File: src/rtl/add_round_key_reg_pkg.sv
// rtl/add_round_key_reg_pkg.sv - shared constants and FSM encoding for the add-round-key stage
package add_round_key_reg_pkg;

    localparam int SIZE_STATE_DEF = 64;
    localparam int NUM_ROUNDS_DEF = 8;
    localparam int ROUND_W_DEF    = $clog2(NUM_ROUNDS_DEF);

    typedef logic [1:0] fsm_state_t;

    localparam logic [1:0] ST_IDLE  = 2'd0;
    localparam logic [1:0] ST_RUN   = 2'd1;
    localparam logic [1:0] ST_DRAIN = 2'd2;

endpackage

File: src/rtl/add_round_key_reg_if.sv
// rtl/add_round_key_reg_if.sv - input/output handshake bundle of the add-round-key stage
interface add_round_key_reg_if
    import add_round_key_reg_pkg::*;
#(
    parameter int SIZE_STATE = SIZE_STATE_DEF,
    parameter int ROUND_W    = ROUND_W_DEF
) ();

    logic [SIZE_STATE-1:0] in_state;
    logic                  in_valid;
    logic                  in_ready;
    logic [SIZE_STATE-1:0] round_key;
    logic [ROUND_W-1:0]    round_idx;
    logic [SIZE_STATE-1:0] out_state;
    logic                  out_valid;
    logic                  out_ready;
    logic                  out_last;

    // Upstream permutation plus downstream consumer side
    modport master (
        output in_state, in_valid, round_key, out_ready,
        input  in_ready, round_idx, out_state, out_valid, out_last
    );

    // The add-round-key stage itself
    modport slave (
        input  in_state, in_valid, round_key, out_ready,
        output in_ready, round_idx, out_state, out_valid, out_last
    );

endinterface

File: src/rtl/add_round_key_reg_round_ctr.sv
// rtl/add_round_key_reg_round_ctr.sv - round index counter that saturates on the final round
module add_round_key_reg_round_ctr #(
    parameter int NUM_ROUNDS = 8,
    parameter int ROUND_W    = $clog2(NUM_ROUNDS)
) (
    input  logic               clk,
    input  logic               rst,
    input  logic               clear,
    input  logic               inc,
    output logic [ROUND_W-1:0] idx,
    output logic               is_last
);

    localparam logic [ROUND_W-1:0] LAST_IDX = ROUND_W'(NUM_ROUNDS - 1);

    logic [ROUND_W-1:0] idx_q;
    logic [ROUND_W-1:0] idx_d;

    assign is_last = (idx_q == LAST_IDX);
    assign idx     = idx_q;

    // Clear wins over increment; the index holds once it reaches the last round
    always_comb begin
        idx_d = idx_q;
        if (clear) begin
            idx_d = '0;
        end else if (inc && !is_last) begin
            idx_d = idx_q + ROUND_W'(1);
        end
    end

    // Round index register
    always_ff @(posedge clk) begin
        if (rst) begin
            idx_q <= '0;
        end else begin
            idx_q <= idx_d;
        end
    end

endmodule

File: src/rtl/add_round_key_reg.sv
// rtl/add_round_key_reg.sv - XORs round key and round constant into the permuted state and registers it
module add_round_key_reg
    import add_round_key_reg_pkg::*;
#(
    parameter int SIZE_STATE = SIZE_STATE_DEF,
    parameter int NUM_ROUNDS = NUM_ROUNDS_DEF
) (
    input  logic                   clk,
    input  logic                   rst,
    input  logic                   start,
    add_round_key_reg_if.slave     bus
);

    localparam int ROUND_W = $clog2(NUM_ROUNDS);

    fsm_state_t            state_q;
    fsm_state_t            state_d;
    logic [SIZE_STATE-1:0] out_state_q;
    logic [SIZE_STATE-1:0] out_state_d;
    logic                  out_valid_q;
    logic                  out_valid_d;
    logic                  out_last_q;
    logic                  out_last_d;

    logic                  accept;
    logic                  consume;
    logic                  in_ready;
    logic [ROUND_W-1:0]    idx;
    logic                  is_last;

    // The round constant lives in the low ROUND_W bits only
    function automatic logic [SIZE_STATE-1:0] round_const(input logic [ROUND_W-1:0] r);
        return {{(SIZE_STATE - ROUND_W){1'b0}}, r};
    endfunction

    add_round_key_reg_round_ctr #(
        .NUM_ROUNDS (NUM_ROUNDS),
        .ROUND_W    (ROUND_W)
    ) u_round_ctr (
        .clk     (clk),
        .rst     (rst),
        .clear   (start),
        .inc     (accept),
        .idx     (idx),
        .is_last (is_last)
    );

    // A single output register: accept only when it is empty or being drained this cycle.
    // A start pulse aborts the block, so nothing is accepted in that cycle.
    assign in_ready = (state_q == ST_RUN) && !start && (!out_valid_q || bus.out_ready);
    assign accept   = bus.in_valid && in_ready;
    assign consume  = out_valid_q && bus.out_ready;

    // Next-state logic for the FSM and the output register
    always_comb begin
        state_d     = state_q;
        out_state_d = out_state_q;
        out_valid_d = out_valid_q;
        out_last_d  = out_last_q;
        if (start) begin
            state_d     = ST_RUN;
            out_valid_d = 1'b0;
            out_last_d  = 1'b0;
        end else if (accept) begin
            out_state_d = bus.in_state ^ bus.round_key ^ round_const(idx);
            out_valid_d = 1'b1;
            out_last_d  = is_last;
            if (is_last) begin
                state_d = ST_DRAIN;
            end
        end else if (consume) begin
            out_valid_d = 1'b0;
            out_last_d  = 1'b0;
            if (state_q == ST_DRAIN) begin
                state_d = ST_IDLE;
            end
        end
    end

    // State and output registers
    always_ff @(posedge clk) begin
        if (rst) begin
            state_q     <= ST_IDLE;
            out_state_q <= '0;
            out_valid_q <= 1'b0;
            out_last_q  <= 1'b0;
        end else begin
            state_q     <= state_d;
            out_state_q <= out_state_d;
            out_valid_q <= out_valid_d;
            out_last_q  <= out_last_d;
        end
    end

    assign bus.in_ready  = in_ready;
    assign bus.round_idx = idx;
    assign bus.out_state = out_state_q;
    assign bus.out_valid = out_valid_q;
    assign bus.out_last  = out_last_q;

endmodule
File: src/flat_wrapper.sv
// flat-port wrapper written by rule: the top's interface ports become plain ports
module add_round_key_reg_flat import add_round_key_reg_pkg::*;
#(
    parameter int SIZE_STATE = SIZE_STATE_DEF,
    parameter int NUM_ROUNDS = NUM_ROUNDS_DEF
)
  (clk, rst, start, bus_in_state, bus_in_valid, bus_round_key, bus_out_ready, bus_in_ready, bus_round_idx, bus_out_state, bus_out_valid, bus_out_last);
  add_round_key_reg_if #(.SIZE_STATE(SIZE_STATE)) bus_i ();
  input  logic clk;
  input  logic rst;
  input  logic start;
  input wire logic [$bits(bus_i.in_state)-1:0] bus_in_state;
  input wire logic [$bits(bus_i.in_valid)-1:0] bus_in_valid;
  input wire logic [$bits(bus_i.round_key)-1:0] bus_round_key;
  input wire logic [$bits(bus_i.out_ready)-1:0] bus_out_ready;
  output wire logic [$bits(bus_i.in_ready)-1:0] bus_in_ready;
  output wire logic [$bits(bus_i.round_idx)-1:0] bus_round_idx;
  output wire logic [$bits(bus_i.out_state)-1:0] bus_out_state;
  output wire logic [$bits(bus_i.out_valid)-1:0] bus_out_valid;
  output wire logic [$bits(bus_i.out_last)-1:0] bus_out_last;
  assign bus_i.in_state = bus_in_state;
  assign bus_i.in_valid = bus_in_valid;
  assign bus_i.round_key = bus_round_key;
  assign bus_i.out_ready = bus_out_ready;
  assign bus_in_ready = bus_i.in_ready;
  assign bus_round_idx = bus_i.round_idx;
  assign bus_out_state = bus_i.out_state;
  assign bus_out_valid = bus_i.out_valid;
  assign bus_out_last = bus_i.out_last;
  add_round_key_reg #(.SIZE_STATE(SIZE_STATE), .NUM_ROUNDS(NUM_ROUNDS)) u_core (.clk(clk), .rst(rst), .start(start), .bus(bus_i));
endmodule
File: config.mk
export PLATFORM = sky130hd
export DESIGN_NAME = add_round_key_reg_flat
export DESIGN_NICKNAME = d
export VERILOG_FILES = /design/src/rtl/add_round_key_reg_pkg.sv /design/src/rtl/add_round_key_reg_if.sv /design/src/rtl/add_round_key_reg_round_ctr.sv /design/src/rtl/add_round_key_reg.sv /design/src/flat_wrapper.sv
export SDC_FILE = /design/constraint.sdc
export NUM_CORES = 1
export LEC_CHECK = 0
export ABC_AREA = 1
export CAP_MARGIN = 15
export CORE_MARGIN = 1
export CORE_UTILIZATION = 40
export DETAILED_ROUTE_END_ITERATION = 10
export PLACE_DENSITY = 0.95
export REMOVE_ABC_BUFFERS = 1
export SYNTH_ARGS = -nofsm -noshare
export SYNTH_HDL_FRONTEND = slang
export SYNTH_SLANG_ARGS = --single-unit
File: constraint.sdc
create_clock -name clk -period 3.3 [get_ports clk]
set_input_delay 0.99 -clock clk [delete_from_list [all_inputs] [get_ports clk]]
set_output_delay 0.99 -clock clk [all_outputs]
set_load 0.005 [all_outputs]
## After elaboration in Yosys (flattened, before gate mapping)

Index checks and enable logic that the tools add are counted.

- Register bits: 71
- Latch bits: 0
- RAM bits: 0
- ROM bits: 0
- Input bits: 133
- Output and inout bits: 70
- Memories kept: 0

- $add $sub $neg: 1
- Multipliers: 0
- Divide/modulo/power cells: 0
- Order comparisons: 0
- Equal/unequal tests: 5
- Shift-type cells: 0
- Muxes and demuxes: 8
- Bitwise operators: 3
- Reductions and logical operators: 17

Operators with widths:

| operator | number |
|---|---|
| $xor A64 B3 Y64 | 1 |
| $xor A64 B64 Y64 | 1 |
| $mux W2 | 4 |
| $reduce_and A3 Y1 | 2 |
| $reduce_bool A3 Y1 | 2 |
| $logic_and A1 B1 Y1 | 5 |
| $mux W1 | 4 |
| $reduce_bool A2 Y1 | 2 |
| $add A3 B1 Y3 const B | 1 |
| $eq A3 B3 Y1 const B | 1 |
| $logic_not A1 Y1 | 3 |
| $ne A3 B2 Y1 const B | 1 |
| $eq A2 B1 Y1 const B | 1 |
| $eq A2 B2 Y1 const B | 1 |
| $ne A2 B1 Y1 const B | 1 |
| $reduce_and A2 Y1 | 1 |
| $reduce_or A2 Y1 | 1 |
| $logic_or A1 B1 Y1 | 1 |
| $not A1 Y1 | 1 |

## Longest topological paths before layout

- Depth in word-level cells: 6
- Depth in mapped cells: 8

## Modules after synthesis

Synthesis repeated with hierarchy kept, for this count alone.

- Cells, all modules: 404
- Area, all modules: 3210.6 um^2

Modules (own cells, without submodules):

| module | instances | cells an instance | area each (um^2) |
|---|---|---|---|
| add_round_key_reg | 1 | 381 | 3051.7 |
| add_round_key_reg_round_ctr | 1 | 23 | 158.9 |

## Worst setup path after synthesis

OpenSTA, ideal clock, no wires.

- Kind: in2out
- Start point: input start
- End point: output bus_in_ready
- Arrival time: 1.255 ns
- Data required time: 2.310 ns
- Path slack: 1.055 ns
- Stages: 3
- Buffers on the path: 0
- Cells stage by stage: nor2_4 nand2_1 nor2_1

- Longest elaborated chain between the ends: 3

Ends and longest elaborated chain:

| item | line | source |
|---|---|---|
| from (decl) | flat_wrapper.sv:11 | `input logic start;` |
| $logic_not A1 Y1 | add_round_key_reg.sv:50 | `assign in_ready = (state_q == ST_RUN) && !start && (!out_valid_q \|\| bus.out_ready);` |
| $logic_and A1 B1 Y1 (2 in a row) | add_round_key_reg.sv:50 |  |
| to (decl) | flat_wrapper.sv:16 | `output wire logic [$bits(bus_i.in_ready)-1:0] bus_in_ready;` |

No other way between the ends.

## Worst setup path after layout

Same ends and word-level chain as after synthesis.

==> results.yml <==
finish:
  postLayoutCoreUtil_pct: 70.05
  num-fill-cells: 580
  antennaDiodeCount: 0
  multi_input_comb_area_um2: 1567
  layout_common_cells: "202 x sky130_fd_sc_hd__clkdlybuf4s50_1, 71 x sky130_fd_sc_hd__dfxtp_1, 64 x sky130_fd_sc_hd__xnor2_1"
  fin_nets: 660
  layout.cells.most_common: "sky130_fd_sc_hd__clkdlybuf4s50_1"
  final_layout_size_suffix_gt1_share_pct: 13.58
  sequential_cell_area_um2: 1421
  synthToLayoutAreaGrowth_pct: 68.17
detailed_routing:
  drt_pass_1_iters: 5
  num_vias: 3012
  viasPerCell: 4.766
  routed_wl_mm: 8.892
  post-route-drc-count: 0
  detail_route.iter0.violations: 40
  routedWlPerCell_um: 14.07
  detail-route-antenna-nets: 0
setup_path:
  worst_path_most_repeated_cell: "sky130_fd_sc_hd__clkdlybuf4s50_1"
  critPathTopFamily: "buffers and inverters"
  critPathMaxStageDelay_ns: 0.50
  crit_required_ns: 2.31
  crit_fanout: 3
  setup.worst_path.end_class: "primary output"
  cp_slowest_cell: "sky130_fd_sc_hd__clkdlybuf4s50_1"
  crit_type: "in2out"
  path_buf_inv: 2
  worst-endpoint-arrival_ns: 2.25
  timing.critical_path.cells: "clkdlybuf4s50_1 > nor2_4 > nand2_1 > nor2_1 > clkdlybuf4s50_1"
  crit_path_start_kind: "primary input"
logic_synthesis:
  post_synth.cell_area_avg_um2: 9.956
  ys_ff_latch: 71
  synth-warning-count: 0
  synth_top_cell_by_area: "sky130_fd_sc_hd__dfxtp_1"
  synth.area.top_cells: "sky130_fd_sc_hd__dfxtp_1 44%, sky130_fd_sc_hd__xnor2_1 17%, sky130_fd_sc_hd__a21oi_2 12%"
  yosysSeqAreaShare_pct: 43.93
  netlist.area_leader.share_pct: 43.93
  post_synth_instance_area_um2: 3236
  synthDistinctLibCells: 23
  instance_count_of_the_mapped_netlist: 325
floorplanning:
  area_of_the_die_um2: 8453
  dieWidth_um: 91.94
  initial_core_util_pct: 41.66
  die_h_um: 91.94
  design.portCount: 203
  core-area_um2: 7767
  core.rowCount: 32
grt:
  globalRouteOverflowTotal: 0
  grt_first_pass_wirelength_mm: 14.08
  track_usage_pct: 21.07
  grt_max_degree: 53
  first_global_vias: 3007
  antenna_found_initial: 0
clock_network:
  clock_path_buffers: 2
  reg_clk_slew_reported_paths_ns: 0.08
  clock_tree.root_cell: "sky130_fd_sc_hd__clkbuf_8"
  cts_post_setup_buffers_inserted: 0
  clk_latency_ns: 0.33
  cts_tree: "yes"
  htree_num_levels: 3
  clkSinkCount: 71
  cts_inserted_buffers: 9
  cts-hold-fix-buffers: 0
  cts.repair.resized: 0
run:
  max-cap-violations: 0
placement:
  detailedPlacementHpwl_mm: 6.984
  gp_congestion: 0.7446
  port_buffers: 202
timing:
  worst-slew-pin-transition_ns: 0.3257
  setup_tns_ns: 0
  max_clock_freq_mhz: 309.1
  total_setup_violations_reported_at_the_end_of_the_flow: 0
  rsz0062_at_grt: "no"
  report.final.slew_viol_count: 0
  final_skew_ns: 0.01021
  final-hold-violation-count: 0
  finalCriticalPeriod_ns: 3.235
  slew-limit-headroom_pct: 78.29
  finalCritPeriodShare_pct: 98.04
power:
  totalPowerFinal_uw: 2024
  cellLeakagePower_uw: 0.001915
  ir_worst_vdd_mv: 0.2332
  power.density_nw_per_um2: 372.0
run_status:
  run_status: "finished, final reports clean"
min_path:
  min_path_type: "reg2reg"
## synth_stat cells
library cell               count
sky130_fd_sc_hd__o21ai_1      46
sky130_fd_sc_hd__xor2_1        3
sky130_fd_sc_hd__inv_1         6
sky130_fd_sc_hd__inv_4         1
sky130_fd_sc_hd__nand3_1       1
sky130_fd_sc_hd__buf_2         1
sky130_fd_sc_hd__nand2_1       8
sky130_fd_sc_hd__dfxtp_1      71
sky130_fd_sc_hd__xnor2_1      64
sky130_fd_sc_hd__inv_2         1
sky130_fd_sc_hd__a21oi_1      21
sky130_fd_sc_hd__buf_12        6
sky130_fd_sc_hd__ha_1          2
sky130_fd_sc_hd__clkbuf_1      6
sky130_fd_sc_hd__nand4_4       1
sky130_fd_sc_hd__o21ai_0      21
sky130_fd_sc_hd__buf_4         4
sky130_fd_sc_hd__nand2_2       1
sky130_fd_sc_hd__clkinv_1      1
sky130_fd_sc_hd__a21oi_2      46
sky130_fd_sc_hd__nor2_1       10
sky130_fd_sc_hd__nor2_4        1
sky130_fd_sc_hd__buf_6         3
## power by group
| part | internal, uW | total (uW) | leakage, uW | switching, uW |
|---|---|---|---|---|
| Combinational | 279 | 436 | 0.00124 | 157 |
| Clock | 367 | 675 | 0.000100 | 308 |
| Sequential | 894 | 913 | 0.000578 | 19.6 |
| Total | 1540 | 2020 | 0.00191 | 484 |
## worst register-to-register path, delay by kind of cell (launching register included)
family	cells	cell delay, ns
buf+inv	4	0.77
flops	1	0.35
compound gates	2	0.33
simple gates	2	0.19
## through the flow
stage	worst slack (ns)	hold slack (ns)	instance area, um^2	instances
after floorplan	0.7481	0.4487	3024	305
after global placement	0.09132	0.4724	5251	616
after detailed placement	0.06390	0.4752	5251	616
after CTS	0.06080	0.4859	5441	632
after global routing	0.001694	0.5102	5441	632
final	0.06483	0.4878	5441	632
## registers in the layout, indices dropped and copies added (netlist names)
signal / flops
u_core.bus.out_last: 1
u_core.bus.out_state: 64
u_core.bus.out_valid: 1
u_core.state_q: 2
u_core.u_round_ctr.idx: 3
## final timing paths
path / start / to / slack, ns / cells after the start
hold / removal: u_core.bus.out_last / u_core.bus.out_last / 0.49 / 2
setup / recovery: start / bus_in_ready / 0.06 / 5
setup reg to reg: u_core.state_q[0] / u_core.bus.out_state[26] / 1.57 / 8
hold reg to reg: u_core.bus.out_last / u_core.bus.out_last / 0.49 / 2
## layer usage
layer,global-route usage (%),up-vias,routed length [um],share of wire [%]
met5,0,-,0,0
met4,6.250,0,112,1.3
met2,40.11,136,4673,53
met3,5.804,11,723,8.1
met1,22.35,1363,3382,38
li1,-,1502,-,-
## area by class of cell
| type | count | area share (%) |
|---|---|---|
| clock inverters | 4 | 0.8278 |
| multi-input cells | 225 | 28.79 |
| inverters | 9 | 0.6668 |
| repair buffers | 209 | 38.58 |
| flip-flops and latches | 71 | 26.12 |
| clock buffers | 12 | 2.667 |
| well taps | 102 | 2.345 |
## cell families (layout without fill, tap and decap cells)
logic type | Yosys count | count (layout) | share of synthesized area, %
compound gates | 134 | 134 | 26.06
flops | 71 | 71 | 43.93
xor+xnor | 67 | 67 | 18.14
buf+inv | 29 | 234 | 7.656
simple gates | 22 | 22 | 3.442
fa+ha+maj | 2 | 2 | 0.7733
No activity file was read; power rests on OpenSTA's default activity.
